===== config.mk =====
export PLATFORM = sky130hd
export DESIGN_NAME = boot_sequencer
export DESIGN_NICKNAME = d
export VERILOG_FILES = /design/src/rtl/boot_sequencer.sv
export SDC_FILE = /design/constraint.sdc
export NUM_CORES = 1
export LEC_CHECK = 0
export ABC_CLOCK_PERIOD_IN_PS = 4680
export CAP_MARGIN = 20
export CORE_ASPECT_RATIO = 0.75
export CORE_UTILIZATION = 40
export CTS_CLUSTER_SIZE = 10
export DETAILED_ROUTE_END_ITERATION = 8
export SYNTH_ARGS = -nofsm -noshare
export SYNTH_HDL_FRONTEND = slang
export SYNTH_SLANG_ARGS = --single-unit

===== constraint.sdc =====
create_clock -name master_clock_i -period 4.68 [get_ports master_clock_i]
set_input_delay 1.17 -clock master_clock_i [delete_from_list [all_inputs] [get_ports master_clock_i]]
set_output_delay 1.17 -clock master_clock_i [all_outputs]
set_load 0.005 [all_outputs]

===== src/rtl/boot_sequencer.sv =====
// -----------------------------------------------------------------------------
// boot_sequencer
//
// Power-up and boot controller for the bubble memory cartridge emulator.
// Waits for a clean, debounced power_good, latches the image DIP switch once
// per power cycle, asks the SPI loader for that image, times the heater
// warm-up and finally releases the bubble interface. Any power loss drops the
// sequence back to OFF; a flash error or load timeout parks it in ERROR until
// power loss or reset.
//
// Ports:
//   master_clock_i            48 MHz master clock
//   reset_i                   asynchronous, active-high reset
//   power_good_i              board power status (asynchronous, synchronised here)
//   image_dip_switch_i [2:0]  image select switches, sampled in LATCH only
//   spi_load_done_i           one-cycle pulse from SPILoader: image loaded
//   flash_error_i             level from SPILoader: flash read failed
//   image_number_o     [2:0]  latched image index for SPILoader
//   spi_load_start_o          one-cycle load request pulse
//   bubble_interface_enable_o active low; 1 = interface held disabled
//   temperature_low_o         1 = heater warming / not ready, 0 = ready
//   boot_error_o              sticky error flag until power loss or reset
//   boot_state_o       [2:0]  current state encoding, for debug
// -----------------------------------------------------------------------------
module boot_sequencer #(
  parameter int unsigned DEBOUNCE_CYCLES     = 48000,
  parameter int unsigned LOAD_TIMEOUT_CYCLES = 4800000,
  parameter int unsigned WARMUP_CYCLES       = 96000,
  parameter int unsigned CNT_W               = 24
) (
  input  logic       master_clock_i,
  input  logic       reset_i,
  input  logic       power_good_i,
  input  logic [2:0] image_dip_switch_i,
  input  logic       spi_load_done_i,
  input  logic       flash_error_i,
  output logic [2:0] image_number_o,
  output logic       spi_load_start_o,
  output logic       bubble_interface_enable_o,
  output logic       temperature_low_o,
  output logic       boot_error_o,
  output logic [2:0] boot_state_o
);

  typedef enum logic [2:0] {
    ST_OFF       = 3'd0,
    ST_DEBOUNCE  = 3'd1,
    ST_LATCH     = 3'd2,
    ST_LOAD      = 3'd3,
    ST_LOAD_WAIT = 3'd4,
    ST_WARMUP    = 3'd5,
    ST_READY     = 3'd6,
    ST_ERROR     = 3'd7
  } state_e;

  // Reload values are one less than the cycle count so that a state which
  // leaves at counter==0 lasts exactly the parameter number of cycles.
  localparam logic [CNT_W-1:0] DEBOUNCE_RELOAD = CNT_W'(DEBOUNCE_CYCLES - 1);
  localparam logic [CNT_W-1:0] TIMEOUT_RELOAD  = CNT_W'(LOAD_TIMEOUT_CYCLES - 1);
  localparam logic [CNT_W-1:0] WARMUP_RELOAD   = CNT_W'(WARMUP_CYCLES - 1);
  localparam logic [CNT_W-1:0] CNT_ONE         = CNT_W'(1);

  // power_good synchroniser
  logic pg_meta_q;
  logic pg_s_q;

  // FSM state and shared down-counter
  state_e           state_q, state_d;
  logic [CNT_W-1:0] cnt_q, cnt_d;

  // Registered outputs
  logic [2:0] image_number_q, image_number_d;
  logic       spi_load_start_q, spi_load_start_d;
  logic       bie_q, bie_d;
  logic       temp_low_q, temp_low_d;
  logic       boot_error_q, boot_error_d;

  always_ff @(posedge master_clock_i or posedge reset_i) begin
    if (reset_i) begin
      pg_meta_q <= 1'b0;
      pg_s_q    <= 1'b0;
    end else begin
      pg_meta_q <= power_good_i;
      pg_s_q    <= pg_meta_q;
    end
  end

  always_ff @(posedge master_clock_i or posedge reset_i) begin
    if (reset_i) begin
      state_q          <= ST_OFF;
      cnt_q            <= '0;
      image_number_q   <= 3'd0;
      spi_load_start_q <= 1'b0;
      bie_q            <= 1'b1;
      temp_low_q       <= 1'b1;
      boot_error_q     <= 1'b0;
    end else begin
      state_q          <= state_d;
      cnt_q            <= cnt_d;
      image_number_q   <= image_number_d;
      spi_load_start_q <= spi_load_start_d;
      bie_q            <= bie_d;
      temp_low_q       <= temp_low_d;
      boot_error_q     <= boot_error_d;
    end
  end

  always_comb begin
    state_d        = state_q;
    cnt_d          = cnt_q;
    image_number_d = image_number_q;

    // Power loss overrides every state's own transition, including a
    // pending image latch, so a half-finished power cycle never updates
    // image_number.
    if ((state_q != ST_OFF) && !pg_s_q) begin
      state_d = ST_OFF;
    end else begin
      case (state_q)
        ST_OFF: begin
          if (pg_s_q) begin
            cnt_d   = DEBOUNCE_RELOAD;
            state_d = ST_DEBOUNCE;
          end
        end
        ST_DEBOUNCE: begin
          if (cnt_q == '0) state_d = ST_LATCH;
          else             cnt_d   = cnt_q - CNT_ONE;
        end
        ST_LATCH: begin
          image_number_d = image_dip_switch_i;
          state_d        = ST_LOAD;
        end
        ST_LOAD: begin
          cnt_d   = TIMEOUT_RELOAD;
          state_d = ST_LOAD_WAIT;
        end
        ST_LOAD_WAIT: begin
          // Error wins over a simultaneous done pulse.
          if (flash_error_i) begin
            state_d = ST_ERROR;
          end else if (spi_load_done_i) begin
            cnt_d   = WARMUP_RELOAD;
            state_d = ST_WARMUP;
          end else if (cnt_q == '0) begin
            state_d = ST_ERROR;
          end else begin
            cnt_d = cnt_q - CNT_ONE;
          end
        end
        ST_WARMUP: begin
          if (cnt_q == '0) state_d = ST_READY;
          else             cnt_d   = cnt_q - CNT_ONE;
        end
        ST_READY: state_d = ST_READY;
        ST_ERROR: state_d = ST_ERROR;
        default:  state_d = ST_OFF;
      endcase
    end

    // Outputs are decoded from the next state and registered alongside it,
    // so each output changes on the very first cycle of the state it belongs
    // to while remaining glitch-free flop outputs.
    spi_load_start_d = (state_d == ST_LOAD);
    bie_d            = (state_d != ST_READY);
    temp_low_d       = (state_d != ST_READY);
    boot_error_d     = (state_d == ST_ERROR);
  end

  assign image_number_o            = image_number_q;
  assign spi_load_start_o          = spi_load_start_q;
  assign bubble_interface_enable_o = bie_q;
  assign temperature_low_o         = temp_low_q;
  assign boot_error_o              = boot_error_q;
  assign boot_state_o              = state_q;

endmodule


Word-level counts from Yosys, hierarchy flattened
Index checks and enable logic that the tools add are counted.
- input port bits: 8
- RAM bits: 0
- word-level logic and storage cells: 44
- flip-flop bits (word level): 35
- output and inout bits: 10
- memories: 0
- memory bits (read-only): 0
- bits in latches: 0
- shift operators: 0
- order comparisons: 0
- bitwise gates (word level): 1
- add/sub/neg operators: 1
- equal/unequal tests: 12
- multiply operators: 0
- reduce and logical (&&, ||, !) cells: 9
- multiplexer cells: 13
- divide/modulo/power cells: 0
- operator list (kind ; number):
    24-bit 2-to-1 mux ; 4
    24-bit one-hot mux with 4 select lines ; 1
    24-bit zero test ; 1
    3-bit one-hot mux with 8 select lines ; 1
    24-bit by 1-bit subtractor with 24-bit output (second input constant) ; 1
    3-bit 2-to-1 mux ; 7
    3-bit equality test (second input constant) ; 5
    3-bit by 2-bit equality test with 1-bit output (second input constant) ; 3
    2-bit inequality test (second input constant) ; 2
    4-bit AND reduction ; 1
    4-bit nonzero test ; 1
    3-bit by 1-bit equality test with 1-bit output (second input constant) ; 1
    3-bit zero test ; 1
    3-bit inequality test (second input constant) ; 1
    3-bit nonzero test ; 1
    2-bit AND reduction ; 1
    2-bit OR reduction ; 1
    1-bit logical AND ; 1
    1-bit zero test ; 1
    1-bit NOT ; 1

Depth between registers and ports, before layout
Gate-level depths: netlist (run 1).
- word-level depth: 7
- depth in mapped cells: 7

Worst setup path before layout (run 1)
Ideal clock, no wire load.
- path type: input port to flip-flop
- start point: in flash_error_i
- end point: reg cnt_q[7]
- library setup time: 127 ps
- arrival time: 2270 ps
- stages on the path: 5
- setup slack: 2284 ps
- cells stage by stage: nor2b_1 o21ai_0 nand3_1 clkbuf_1 a221o_2
- cells in the longest elaborated chain, start to end: 2
- ends and longest elaborated chain (what ; line ; text):
    from (decl) ; 36 ; input logic flash_error_i,
    2-bit inequality test (no line) ; -- ;
    4-bit AND reduction (no line) ; -- ;
    to (signal assigned) ; 99 ; cnt_q <= cnt_d;
    to (decl) ; 69 ; logic [CNT_W-1:0] cnt_q, cnt_d;
Every way passes these cells.
A chain may end at the register's enable or synchronous reset.

Final worst setup path (run 1)
Ends and elaborated chain as after synthesis.

==> results_dict.tcl, run 1 <==
set metrics [dict create \
    outcome "finished clean" \
    cts_buffers 5 \
    p_sw_share_pct 26.2 \
    tns_ns 0 \
    synth-xor-area-share_pct 0.407 \
    grt_pass1_wl_microns 9060 \
    power.internal_uw 443 \
    die_w_microns 86.6 \
    post-route-period-util_pct 68.7 \
    vias_per_cell 5.97 \
    combPwrFrac_pct 10.0 \
    worstPathCellList "clkdlybuf4s50_1 -> nor2b_1 -> o21ai_0 -> nand3_1 -> a221o_2" \
    synth-compound-area-share_pct 25.0 \
    syn_area_per_cell_sq_um 8.99 \
    die_h_microns 65.5 \
    yosysSeqAreaShare_pct 40.8 \
    clockRootBuffer "clkbuf_8" \
    cts_tree "done" \
    hp-class "reg2reg" \
    synth-async-reset-ratio_pct 100 \
    clkSlewWorstSetupHoldPaths_ns 0.07 \
    antenna-diode-count 0 \
    grtUsageTotal_pct 21.2 \
    critPathMaxFanout 23 \
    cts-resized-gates 0 \
    hold_violations 0 \
    synth_cells 239 \
    hold_ws_ns 0.349 \
    cap_viol_max_count 0 \
    dieArea_sq_um 5670 \
    nets 265 \
    route.detailed.drc 0 \
    ys.flop_type "dfrtp_1" \
    cts_setup_buffers 0 \
    slowest_stage "nand3_1" \
    io_pins 18 \
    crit_path_end_kind "register" \
    switchingPower_uw 157 \
    fin_crit_ns 3.22 \
    antenna_found_initial 0 \
    muxShareOfSynthArea_pct 2.97 \
    slew-limit-headroom_pct 40.6 \
    synth.distinct_cells 58 \
    rows 22 \
    dp.final_hpwl_microns 3790 \
    fin_area_sq_um 2470 \
    cts_buffer_depth 2 \
    drt_pass1_iterations 5 \
    fin_total_pwr_uw 599 \
    ys_warn_count 0 \
    leakagePower_nw 0.971 \
    initial_utilization_pct 42.7 \
    worstMarginPinSlew_ns 0.889 \
    cts_max_level 2 \
    ant_nets 0 \
    synthToLayoutAreaGrowth_pct 15.0 \
    core_sq_um 5040 \
    drive_above_1_share_pct 8.17 \
    cellPowerDensity_nw_per_um2 243 \
    cts_hold_buf 0 \
    synth_fa_ha_area_share_pct 0.582 \
    dr_total_vias 1963 \
    numPortBuffers 17 \
    cp.arrival_ns 3.39 \
    numClockSinks 35 \
    crit_type "in2reg" \
    grt_pass1_vias 1731 \
    seq_power_share_pct 54.7 \
    rsz0062_at_grt "false" \
    synth_top_family_by_area "simple AND/OR/NAND/NOR gates" \
    ys_ff_latch 35 \
    max_stage_delay_ns 0.68 \
    worstSkewPairLatency_ns 0.28 \
    synth_area_sq_um 2150 \
    synth_edf_count 0 \
    start_kind "primary input" \
    worstPathRequired_ns 4.85 \
    place_area_sq_um 2390 \
    synth_fp_nets 248 \
    nFillCells 506 \
    slew_violations 0 \
    grt_overflow 0 \
    pwr-share-clk_pct 35.3 \
    synthSimpleGateAreaFrac_pct 26.5 \
    drt-initial-drc-count 150 \
    skew_ns 0.00687 \
    rrSetupSlack_ns 2.09 \
    finalSetupViolCount 0 \
    wl_per_cell_microns 16.4 \
    grt_max_degree 36 \
    irDropWorstVdd_mv 0.119 \
    globalplace.congestion 0.849 \
    routed_wl_microns 5390 \
    fmax_mhz 311 \
]
## metrics by stage
| step | instances | util [%] | setup WS, ns |
|---|---|---|---|
| final | 329 | 49.1 | 1.46 |
| after floorplan | 239 | - | 2.28 |
| after global routing | 329 | 49.1 | 1.28 |
| after CTS | 329 | 49.1 | 1.48 |
| after global placement | 321 | 47.4 | 1.22 |
| after detailed placement | 321 | 47.4 | 1.18 |
## power groups by stage
stage,Combinational (mW),Sequential [mW],Clock [mW]
6_report,0.0601,0.328,0.211
5_1_grt,0.0681,0.329,0.232
4_1_cts,0.0603,0.328,0.219
3_5_place_dp,0.0600,0.334,0
3_3_place_gp,0.0598,0.333,0
2_1_floorplan,0.0423,0.328,0
## cells by family (layout without fill, tap and decap cells)
| logic type | after synthesis | in the layout |
|---|---|---|
| xor+xnor | 1 | 1 |
| mux | 6 | 6 |
| flops | 35 | 35 |
| fa+ha+maj | 1 | 1 |
| buf+inv | 20 | 38 |
| simple gates | 96 | 96 |
| compound gates | 80 | 80 |
## layer usage
metal | share of wire, % | global-route usage, % | up-vias | wire length, microns
met2 | 40 | 26.8 | 63 | 2160
met4 | 0.35 | 6.04 | 0 | 19
met1 | 53 | 34.7 | 958 | 2870
li1 | - | - | 940 | -
met3 | 6.2 | 4.77 | 2 | 334
met5 | 0 | 0 | - | 0
## area by class of cell
| class | instances | area [sq um] | area share, % |
|---|---|---|---|
| timing repair buffer | 20 | 193 | 7.80 |
| inverter | 10 | 37.5 | 1.52 |
| sequential | 35 | 877 | 35.5 |
| multi-input combinational | 184 | 1190 | 48.3 |
| clock buffer | 7 | 76.3 | 3.09 |
| clock inverter | 1 | 5.00 | 0.203 |
| tap | 72 | 90.1 | 3.65 |
## cell usage after synthesis (3+ instances only)
| cell type | count | area [sq um] |
|---|---|---|
| dfrtp_1 | 34 | 851 |
| o21ai_0 | 21 | 105 |
| nor2_1 | 19 | 71.3 |
| a21oi_1 | 16 | 80.1 |
| nand2_1 | 15 | 56.3 |
| inv_1 | 10 | 37.5 |
| clkbuf_1 | 8 | 30.0 |
| nor2b_1 | 7 | 43.8 |
| nand3_1 | 6 | 30.0 |
| nor3_1 | 6 | 30.0 |
| or3_1 | 6 | 37.5 |
| nand2b_1 | 5 | 31.3 |
| or4_1 | 5 | 37.5 |
| a31oi_1 | 4 | 25.0 |
| and2_1 | 4 | 25.0 |
| nand4_1 | 4 | 25.0 |
| nand4b_1 | 4 | 35.0 |
| nor4_1 | 4 | 25.0 |
| o22a_1 | 4 | 35.0 |
| o31ai_1 | 4 | 30.0 |
| a2111oi_0 | 3 | 26.3 |
| mux2_2 | 3 | 33.8 |
| mux2i_1 | 3 | 30.0 |
| o21a_1 | 3 | 22.5 |
| o31a_1 | 3 | 26.3 |
## state kept, by name, summed over array words and instances (netlist names)
name               cells
boot_error_o           1
boot_state_o           3
cnt_q                 24
image_number_o         3
pg_meta_q              1
pg_s_q                 1
spi_load_start_o       1
temperature_low_o      1
## final timing paths
path,from,to,depth (start not counted)
min in group asynchronous,reset_i,cnt_q[14],3
setup reg to reg,cnt_q[7],cnt_q[7],5
setup / recovery,flash_error_i,cnt_q[7],5
hold reg to reg,pg_meta_q,pg_s_q,0
max in group asynchronous,reset_i,temperature_low_o,3
hold / removal,pg_meta_q,pg_s_q,0
## worst max-delay path, delay by kind of cell
| family | cells | cell delay [ns] |
|---|---|---|
| and+or+nand+nor | 2 | 0.85 |
| AOI/OAI and AO/OA | 2 | 0.89 |
| buffers and inverters | 1 | 0.48 |
## cell usage in the layout, fill, tap and decap left out, types with 3 or more instances in the layout
| cell | count |
|---|---|
| nand3_1 | 6 |
| mux2_2 | 3 |
| a21oi_1 | 16 |
| o31ai_1 | 4 |
| or4_1 | 5 |
| nand2_1 | 15 |
| a2111oi_0 | 3 |
| clkbuf_8 | 5 |
| nor2b_1 | 7 |
| dfrtp_1 | 34 |
| nand4_1 | 4 |
| o21ai_0 | 21 |
| nand4b_1 | 4 |
| o21a_1 | 3 |
| nor3_1 | 6 |
| inv_1 | 10 |
| nor2_1 | 19 |
| or3_1 | 6 |
| clkdlybuf4s50_1 | 17 |
| o31a_1 | 3 |
| nor4_1 | 4 |
| buf_4 | 3 |
| and2_1 | 4 |
| nand2b_1 | 5 |
| a31oi_1 | 4 |
| o22a_1 | 4 |
| mux2i_1 | 3 |
(Power assumes the default switching activity.)
==> run 2, diff against run 1 <==
--- a/config.mk
+++ b/config.mk
@@ -5,7 +5,7 @@
 export SDC_FILE = /design/constraint.sdc
 export NUM_CORES = 1
 export LEC_CHECK = 0
-export ABC_CLOCK_PERIOD_IN_PS = 4680
+export ABC_CLOCK_PERIOD_IN_PS = 2900
 export CAP_MARGIN = 20
 export CORE_ASPECT_RATIO = 0.75
 export CORE_UTILIZATION = 40
==> constraint.sdc (replaced) <==
create_clock -name master_clock_i -period 2.9 [get_ports master_clock_i]
set_input_delay 0.725 -clock master_clock_i [delete_from_list [all_inputs] [get_ports master_clock_i]]
set_output_delay 0.725 -clock master_clock_i [all_outputs]
set_load 0.005 [all_outputs]
==> run 2 against run 1 <==
Clock-buffer cell count grew 1. Via count grew 0.46%. Register-to-register slack lost 1.6 ns. Wire length grew 2.2%. Combinational power grew 66%. Critical path type is now reg2reg.
==> results_dict.tcl, run 2 (synthesis gave the netlist of run 1 again) <==
set metrics [dict create \
    cts_buffers 5 \
    drt-initial-drc-count 174 \
    cts_setup_buffers 0 \
    slew_violations 0 \
    rows 22 \
    synthToLayoutAreaGrowth_pct 17.0 \
    grt_max_degree 36 \
    cts-resized-gates 0 \
    post-route-period-util_pct 81.5 \
    numPortBuffers 17 \
    drt_pass1_iterations 4 \
    dp.final_hpwl_microns 3920 \
    wl_per_cell_microns 16.4 \
    antenna_found_initial 0 \
    clkSlewWorstSetupHoldPaths_ns 0.07 \
    grt_pass1_vias 1722 \
    start_kind "register" \
    cp.arrival_ns 2.53 \
    globalplace.congestion 0.860 \
    crit_type "reg2reg" \
    dr_total_vias 1972 \
    numClockSinks 35 \
    critPathMaxFanout 7 \
    vias_per_cell 5.89 \
    largest-register "cnt_q" \
    hold_violations 0 \
    grt_pass1_wl_microns 9220 \
    leakagePower_nw 0.999 \
    routed_wl_microns 5510 \
    slew-limit-headroom_pct 52.5 \
    cts_tree "done" \
    top_layer "met4" \
    die_w_microns 86.6 \
    core_sq_um 5040 \
    irDropWorstVdd_mv 0.254 \
    rsz0062_at_grt "false" \
    cts_max_level 2 \
    final_cell_mix "dfrtp_1, o21ai_0, nor2_1" \
    cap_viol_max_count 0 \
    finalSetupViolCount 0 \
    rrSetupSlack_ns 0.54 \
    fin_crit_ns 2.36 \
    die_h_microns 65.5 \
    ant_nets 0 \
    worstPathRequired_ns 3.07 \
    wl_met1_microns 2870 \
    drive_above_1_share_pct 9.89 \
    cts_buffer_depth 2 \
    met2WireLength_microns 2280 \
    final_util_pct 49.9 \
    nets 271 \
    hp-class "reg2reg" \
    cellPowerDensity_nw_per_um2 386 \
    route.detailed.drc 0 \
    largest_reg_flops 24 \
    antenna-diode-count 0 \
    mostFrequentLayoutCell "dfrtp_1" \
    grt_overflow 0 \
    skew_ns 0.00443 \
    dieArea_sq_um 5670 \
    clockRootBuffer "clkbuf_8" \
    crit_path_end_kind "register" \
    wl_met3_microns 346 \
    grtUsageTotal_pct 21.7 \
    tns_ns 0 \
    io_pins 18 \
    worstMarginPinSlew_ns 0.702 \
    nFillCells 503 \
    r2r_cells 5 \
    initial_utilization_pct 42.7 \
    outcome "finished clean" \
    worstSkewPairLatency_ns 0.28 \
    hold_depth 0 \
    cts_hold_buf 0 \
    fmax_mhz 423 \
]
## run 2: final timing paths
path | start | end
worst max register to register | cnt_q[2] | cnt_q[16]
worst min register to register | pg_meta_q | pg_s_q
max in group asynchronous | reset_i | temperature_low_o
worst min-delay path | pg_meta_q | pg_s_q
worst max-delay path | cnt_q[2] | cnt_q[16]
min in group asynchronous | reset_i | pg_meta_q
## run 2: metal layers
metal  track usage, %  vias up
met4             5.00        0
met2             28.5       55
met5                0        -
li1                 -      958
met3             4.15        2
met1             35.3      957
## run 2: final cells by class
class	instances	area (sq um)	share of cell area, %
Multi-Input combinational cell	184	1190	47.4
Inverter	10	37.5	1.49
Tap cell	72	90.1	3.58
Sequential cell	35	877	34.9
Timing Repair Buffer	26	238	9.45
Clock buffer	8	80.1	3.18
## run 2: worst max-delay path, cell delays in order (launching register included)
cell and delay [ns]:
dfrtp_1 0.45, or3_1 0.53, nor4b_4 0.50, nand3_2 0.18
o31a_1 0.31, o32a_1 0.28
## run 2: through the flow
stage | area, sq um | cells | worst slack [ns] | power, mW | hold WS [ns]
5_1_grt | 2510 | 335 | 0.392 | 1.02 | 0.359
3_3_place_gp | 2430 | 327 | 0.425 | 0.638 | 0.333
6_report | 2510 | 335 | 0.537 | 0.971 | 0.349
4_1_cts | 2510 | 335 | 0.556 | 0.986 | 0.353
2_1_floorplan | 2150 | 239 | 0.693 | 0.597 | 0.331
3_5_place_dp | 2430 | 327 | 0.396 | 0.639 | 0.336
## run 2: power by group
part / switching [mW] / internal (mW) / leakage [nW]
logic: 0.0565 / 0.0439 / 0.532
registers: 0.0251 / 0.504 / 0.428
clock network: 0.170 / 0.171 / 0.0395
